===== config.mk =====
export PLATFORM = sky130hd
export DESIGN_NAME = replay_issue_ctrl
export DESIGN_NICKNAME = d
export VERILOG_FILES = /design/src/rtl/replay_pkg.sv /design/src/rtl/replay_sat_counter.sv /design/src/rtl/replay_issue_ctrl.sv
export SDC_FILE = /design/constraint.sdc
export NUM_CORES = 1
export LEC_CHECK = 0
export CELL_PAD_IN_SITES_DETAIL_PLACEMENT = 0
export CELL_PAD_IN_SITES_GLOBAL_PLACEMENT = 1
export CORE_ASPECT_RATIO = 1.4
export CORE_MARGIN = 2
export CORE_UTILIZATION = 37
export DETAILED_ROUTE_END_ITERATION = 7
export PLACE_DENSITY = 0.81
export SYNTH_ARGS = -nofsm -noshare
export SYNTH_HDL_FRONTEND = slang
export SYNTH_SLANG_ARGS = --single-unit

===== constraint.sdc =====
create_clock -name clk -period 2.75 [get_ports clk]
set_input_delay 0.6875 -clock clk [delete_from_list [all_inputs] [get_ports clk]]
set_output_delay 0.6875 -clock clk [all_outputs]
set_load 0.05 [all_outputs]

===== src/rtl/replay_pkg.sv =====
// Shared definitions for the replay issue controller: parameter defaults,
// FSM state encoding and counter-width derivations.
package replay_pkg;

    localparam int DATA_W_DEF    = 16;
    localparam int BACKOFF_DEF   = 3;
    localparam int MAX_RETRY_DEF = 7;
    localparam int CNT_W_DEF     = 16;

    typedef enum logic [1:0] {
        ST_IDLE    = 2'd0,
        ST_ISSUE   = 2'd1,
        ST_BACKOFF = 2'd2
    } state_e;

    // Bits needed to hold values 0..max_val, never less than one bit.
    function automatic int min_cnt_width(input int max_val);
        int w;
        w = $clog2(max_val + 1);
        if (w < 1) begin
            w = 1;
        end else begin
            w = w;
        end
        return w;
    endfunction

    // Width of the per-request retry counter.
    function automatic int retry_width(input int max_retry);
        return min_cnt_width(max_retry);
    endfunction

    // Width of the backoff down-counter.
    function automatic int backoff_width(input int backoff);
        return min_cnt_width(backoff);
    endfunction

endpackage


===== src/rtl/replay_sat_counter.sv =====
// Saturating up-counter: increments on inc, sticks at all-ones, never wraps.
module replay_sat_counter #(
    parameter int W = 16
) (
    input  logic         clk,
    input  logic         reset,
    input  logic         inc,
    output logic [W-1:0] count
);

    logic [W-1:0] count_r;

    // Count increments until the all-ones ceiling is reached.
    always_ff @(posedge clk or posedge reset) begin
        if (reset) begin
            count_r <= {W{1'b0}};
        end else if (inc && (count_r != {W{1'b1}})) begin
            count_r <= count_r + W'(1);
        end else begin
            count_r <= count_r;
        end
    end

    assign count = count_r;

endmodule


===== src/rtl/replay_issue_ctrl.sv =====
// Replay issue controller: holds one request, issues it to a replay-check
// stage, backs off and re-issues on replay, and drops it after too many
// retries. Successful requests complete with a one-cycle done pulse.
module replay_issue_ctrl
    import replay_pkg::*;
#(
    parameter int DATA_W    = DATA_W_DEF,
    parameter int BACKOFF   = BACKOFF_DEF,
    parameter int MAX_RETRY = MAX_RETRY_DEF,
    parameter int CNT_W     = CNT_W_DEF
) (
    input  logic              clk,
    input  logic              reset,
    input  logic              io_in_valid,
    output logic              io_in_ready,
    input  logic [DATA_W-1:0] io_in_bits,
    output logic              io_valid,
    output logic [DATA_W-1:0] io_bits,
    input  logic              io_replay,
    output logic              io_done_valid,
    output logic [DATA_W-1:0] io_done_bits,
    output logic              io_drop,
    output logic              io_busy,
    output logic [CNT_W-1:0]  io_replay_count
);

    localparam int RETRY_W = retry_width(MAX_RETRY);
    localparam int BO_W    = backoff_width(BACKOFF);
    localparam logic [RETRY_W-1:0] MAX_RETRY_C = RETRY_W'(MAX_RETRY);
    localparam logic [BO_W-1:0]    BACKOFF_C   = BO_W'(BACKOFF);

    state_e              state_r;
    logic [DATA_W-1:0]   hold_r;
    logic [RETRY_W-1:0]  retry_r;
    logic [BO_W-1:0]     bo_cnt_r;
    logic                valid_r;
    logic                busy_r;
    logic                done_valid_r;
    logic [DATA_W-1:0]   done_bits_r;
    logic                drop_r;

    logic                in_ready_s;
    logic                accept_s;
    logic                replay_hit_s;

    // Ready in IDLE, and in ISSUE when the current issue completes this cycle.
    always_comb begin
        in_ready_s = 1'b0;
        case (state_r)
            ST_IDLE:  in_ready_s = 1'b1;
            ST_ISSUE: in_ready_s = ~io_replay;
            default:  in_ready_s = 1'b0;
        endcase
    end

    assign accept_s     = io_in_valid & in_ready_s;
    assign replay_hit_s = (state_r == ST_ISSUE) & io_replay;

    // Main FSM with registered issue/busy/done/drop outputs.
    always_ff @(posedge clk or posedge reset) begin
        if (reset) begin
            state_r      <= ST_IDLE;
            hold_r       <= {DATA_W{1'b0}};
            retry_r      <= {RETRY_W{1'b0}};
            bo_cnt_r     <= {BO_W{1'b0}};
            valid_r      <= 1'b0;
            busy_r       <= 1'b0;
            done_valid_r <= 1'b0;
            done_bits_r  <= {DATA_W{1'b0}};
            drop_r       <= 1'b0;
        end else begin
            done_valid_r <= 1'b0;
            drop_r       <= 1'b0;
            case (state_r)
                ST_IDLE: begin
                    if (accept_s) begin
                        hold_r  <= io_in_bits;
                        retry_r <= {RETRY_W{1'b0}};
                        state_r <= ST_ISSUE;
                        valid_r <= 1'b1;
                        busy_r  <= 1'b1;
                    end else begin
                        state_r <= ST_IDLE;
                        valid_r <= 1'b0;
                        busy_r  <= 1'b0;
                    end
                end
                ST_ISSUE: begin
                    if (!io_replay) begin
                        // Success: complete now, optionally take the next request.
                        done_valid_r <= 1'b1;
                        done_bits_r  <= hold_r;
                        if (accept_s) begin
                            hold_r  <= io_in_bits;
                            retry_r <= {RETRY_W{1'b0}};
                            state_r <= ST_ISSUE;
                            valid_r <= 1'b1;
                            busy_r  <= 1'b1;
                        end else begin
                            state_r <= ST_IDLE;
                            valid_r <= 1'b0;
                            busy_r  <= 1'b0;
                        end
                    end else if (retry_r < MAX_RETRY_C) begin
                        retry_r <= retry_r + RETRY_W'(1);
                        if (BACKOFF == 0) begin
                            // No idle gap: re-issue straight away.
                            state_r <= ST_ISSUE;
                            valid_r <= 1'b1;
                            busy_r  <= 1'b1;
                        end else begin
                            state_r  <= ST_BACKOFF;
                            bo_cnt_r <= BACKOFF_C;
                            valid_r  <= 1'b0;
                            busy_r   <= 1'b1;
                        end
                    end else begin
                        // Retry budget exhausted: abandon the request.
                        drop_r  <= 1'b1;
                        state_r <= ST_IDLE;
                        valid_r <= 1'b0;
                        busy_r  <= 1'b0;
                    end
                end
                ST_BACKOFF: begin
                    busy_r <= 1'b1;
                    if (bo_cnt_r <= BO_W'(1)) begin
                        state_r  <= ST_ISSUE;
                        bo_cnt_r <= {BO_W{1'b0}};
                        valid_r  <= 1'b1;
                    end else begin
                        state_r  <= ST_BACKOFF;
                        bo_cnt_r <= bo_cnt_r - BO_W'(1);
                        valid_r  <= 1'b0;
                    end
                end
                default: begin
                    state_r <= ST_IDLE;
                    valid_r <= 1'b0;
                    busy_r  <= 1'b0;
                end
            endcase
        end
    end

    replay_sat_counter #(
        .W (CNT_W)
    ) u_replay_cnt (
        .clk   (clk),
        .reset (reset),
        .inc   (replay_hit_s),
        .count (io_replay_count)
    );

    assign io_in_ready   = in_ready_s;
    assign io_valid      = valid_r;
    assign io_bits       = hold_r;
    assign io_done_valid = done_valid_r;
    assign io_done_bits  = done_bits_r;
    assign io_drop       = drop_r;
    assign io_busy       = busy_r;

endmodule


==> flow_metrics.env <==
export IMPL_die_h_um=100.2
export IMPL_tns_ps=0
export IMPL_async_flop_share=1.000
export IMPL_post_cts_buffers=0
export IMPL_clock_skew_ps=5.881
export IMPL_synth_nets=204
export IMPL_rsz0062_at_grt="no"
export IMPL_p_leak_nw=1.518
export IMPL_clkTransAtPathRegs_ps=60
export IMPL_pwr_share_comb=0.520
export IMPL_reg2reg_from="u_replay_cnt.count[1]$_DFFE_PP0P_"
export IMPL_grt_max_degree=59
export IMPL_num_io_pins=73
export IMPL_p_per_area_mw_per_mm2=1310
export IMPL_post_route_util=0.5357
export IMPL_drv_slew=0
export IMPL_num_antenna_cells=0
export IMPL_syn_area_mm2=0.002444
export IMPL_dp_hpwl_um=3660
export IMPL_placed_area_mm2=0.003287
export IMPL_period_share=0.8976
export IMPL_ys_seq_area_frac=0.5940
export IMPL_rrSetupSlack_ps=900
export IMPL_cts_hold_buffers=0
export IMPL_switching_share=0.4542
export IMPL_netlist_instances=182
export IMPL_wl_per_cell_um=15.01
export IMPL_grt_pass1_vias=1784
export IMPL_setup_viol=0
export IMPL_min_from="bo_cnt_r[1]$_DFFE_PP0P_"
export IMPL_cp_cell_sequence="clkdlybuf4s50_1, a21oi_1, buf_12"
export IMPL_start_util=0.3770
export IMPL_switching_power_mw=2.066
export IMPL_path_class="input pin to primary output"
export IMPL_drive_gt1_frac=0.2177
export IMPL_reg2reg_to="u_replay_cnt.count[1]$_DFFE_PP0P_"
export IMPL_design_area_mm2=0.003472
export IMPL_avgViaCountPerCell=5.078
export IMPL_hold_class="flop to flop"
export IMPL_area_delta_synth_final_pct=42.09
export IMPL_drt_iter0_markers=97
export IMPL_chipWidth_um=72.69
export IMPL_vias=1752
export IMPL_cp_data_required_time_ps=2060
export IMPL_ys_ff_latch=58
export IMPL_synth_distinct_cells=37
export IMPL_core_area_mm2=0.006481
export IMPL_fin_crit_ps=2468
export IMPL_worstSkewPairLatency_ps=330
export IMPL_fin_nets=288
export IMPL_ys_flop_type="dfrtp_1"
export IMPL_p_seq_frac=0.318
export IMPL_tightest_slew_ps=545.4
export IMPL_endpoint_kind="primary output"
export IMPL_met1_length_um=2174
export IMPL_overflow=0
export IMPL_cpPeakStageDelay_ps=500
export IMPL_r2r_cells=5
export IMPL_hold_depth=2
export IMPL_firstDrtPassIters=4
export IMPL_clockPowerShare=0.162
export IMPL_gp_congestion=0.7663
export IMPL_clk_path_buf_depth=2
export IMPL_route_antenna_remaining_nets=0
export IMPL_holdPathEnd="bo_cnt_r[0]$_DFFE_PP0P_"
export IMPL_syn_area_per_cell_um2=13.43
export IMPL_max_slew_margin=0.6353
export IMPL_worstPathArrival_ps=1780
export IMPL_dr_wl_met2_um=2592
export IMPL_status="finished clean"
export IMPL_cp_start_kind="input pin"
export IMPL_dieArea_mm2=0.007280
export IMPL_cap_violations=0
export IMPL_port_buffers=72
export IMPL_grt_total_usage=0.1553
export IMPL_slowest_stage="clkdlybuf4s50_1"
export IMPL_crit_path_max_fanout=4
export IMPL_antenna_found_initial=0
export IMPL_hold_viol=0
export IMPL_ctsResizeCount=0
export IMPL_fmax_mhz=405.1
export IMPL_drc_errors=0
export IMPL_h_tree_depth=3
export IMPL_ys_warn_count=0
export IMPL_cts_root_buf="clkbuf_8"
export IMPL_synth_edff_count=0
export IMPL_clock_sinks=58
export IMPL_routed_wl_um=5180
export IMPL_ir_drop_uv=495.5
export IMPL_rows=35
export IMPL_grt_first_pass_wirelength_um=8583
export IMPL_cts_tree="built"
export IMPL_internal_power_mw=2.483
export IMPL_route_met3_wl_um=302
export IMPL_cts_buffers=9
export IMPL_topRoutingLayerUsed="met4"
[cells in the final DEF, fill, tap and decap left out, drive strengths merged, types with 2 or more instances in the layout]
| cell | netlist | routed |
|---|---|---|
| a21oi | 2 | 2 |
| clkdlybuf4s50 | 0 | 71 |
| clkbuf | 0 | 10 |
| mux2 | 33 | 33 |
| o21ai | 6 | 6 |
| nand2 | 13 | 13 |
| clkinv | 0 | 4 |
| ha | 2 | 2 |
| dfrtp | 58 | 58 |
| nand4 | 6 | 6 |
| nor4 | 3 | 3 |
| nor2 | 8 | 8 |
| buf | 3 | 5 |
| a22oi | 2 | 2 |
| nand3 | 8 | 8 |
| xor2 | 12 | 12 |
| nor3 | 9 | 9 |
| inv | 4 | 4 |
| and4 | 2 | 2 |
[state kept, by name (all words and copies together) (netlist names)]
| register | count |
|---|---|
| io_busy | 1 |
| bo_cnt_r | 2 |
| retry_r | 3 |
| state_r | 2 |
| io_bits | 16 |
| u_replay_cnt.count | 16 |
| io_done_valid | 1 |
| io_done_bits | 16 |
| io_drop | 1 |
[worst max-delay path by stage]
stage	startpoint	endpoint	slack [ps]	depth (start not counted)
floorplan	io_replay	io_bits[0]$_DFFE_PP0P_	250	4
global placement	io_replay	io_bits[0]$_DFFE_PP0P_	280	4
detailed placement	io_replay	io_bits[6]$_DFFE_PP0P_	210	4
CTS	io_replay	io_in_ready	270	3
global route	io_replay	io_in_ready	230	3
finish	io_replay	io_in_ready	280	3
[metrics by stage]
step / power, mW / std cells / hold WS, ps / setup slack [ps]
global placement: 3.796 / 329 / 460.9 / 283.8
global route: 4.783 / 345 / 523.9 / 233.3
detailed placement: 3.840 / 329 / 474.4 / 214.7
floorplan: 3.019 / 182 / 438.7 / 248.6
CTS: 4.596 / 345 / 488.5 / 269.5
finish: 4.550 / 345 / 482.3 / 281.6
[Yosys cell counts (2+ instances only)]
cell type	count	area, um^2
buf_4	3	22.52
a22oi_1	2	15.01
o21ai_0	5	25.02
nand4_1	4	25.02
dfrtp_1	58	1451
nand3_1	7	35.03
mux2_2	28	315.3
xor2_1	12	105.1
mux2_1	4	45.04
nand2_1	12	45.04
and4_1	2	17.52
nor3_1	9	45.04
nor2_1	7	26.28
a21oi_1	2	10.01
inv_1	4	15.01
ha_1	2	25.02
[power groups by stage]
| stage | clock network (mW) | logic (mW) | registers (mW) |
|---|---|---|---|
| global route | 0.803 | 2.48 | 1.50 |
| floorplan | 0 | 0.559 | 2.46 |
| detailed placement | 0 | 2.38 | 1.46 |
| finish | 0.737 | 2.37 | 1.45 |
| global placement | 0 | 2.35 | 1.44 |
| CTS | 0.761 | 2.39 | 1.45 |
[cell families (layout without fill, tap and decap cells)]
| group | after synthesis | count (layout) | share of synthesized area |
|---|---|---|---|
| multiplexers | 34 | 34 | 0.1577 |
| AND/OR/NAND/NOR | 54 | 54 | 0.1383 |
| buffers and inverters | 7 | 96 | 0.01536 |
| XOR/XNOR | 13 | 13 | 0.04660 |
| adder cells (fa/ha/maj) | 2 | 2 | 0.01024 |
| AO/OA/AOI/OAI | 14 | 14 | 0.03789 |
| flip-flops | 58 | 58 | 0.5940 |
[final cells by class]
| cell class | instances | area [um^2] |
|---|---|---|
| multi-input combinational | 117 | 954.7 |
| inverter | 4 | 15.01 |
| tap | 74 | 92.59 |
| sequential | 58 | 1451 |
| clock inverter | 6 | 57.56 |
| fill | 586 | 3009 |
| clock buffer | 10 | 127.6 |
| timing repair buffer | 76 | 773.2 |
[routing by layer]
layer | up-vias | track usage
li1 | 823 | -
met1 | 855 | 0.1904
met2 | 65 | 0.2476
met3 | 9 | 0.03614
met4 | 0 | 0.08974
met5 | - | 0
[critical path, delay by kind of cell]
kind	cells	cell delay (ps)
AO/OA/AOI/OAI	1	400
buffers and inverters	2	690
No activity file was read; power rests on OpenSTA's default activity.
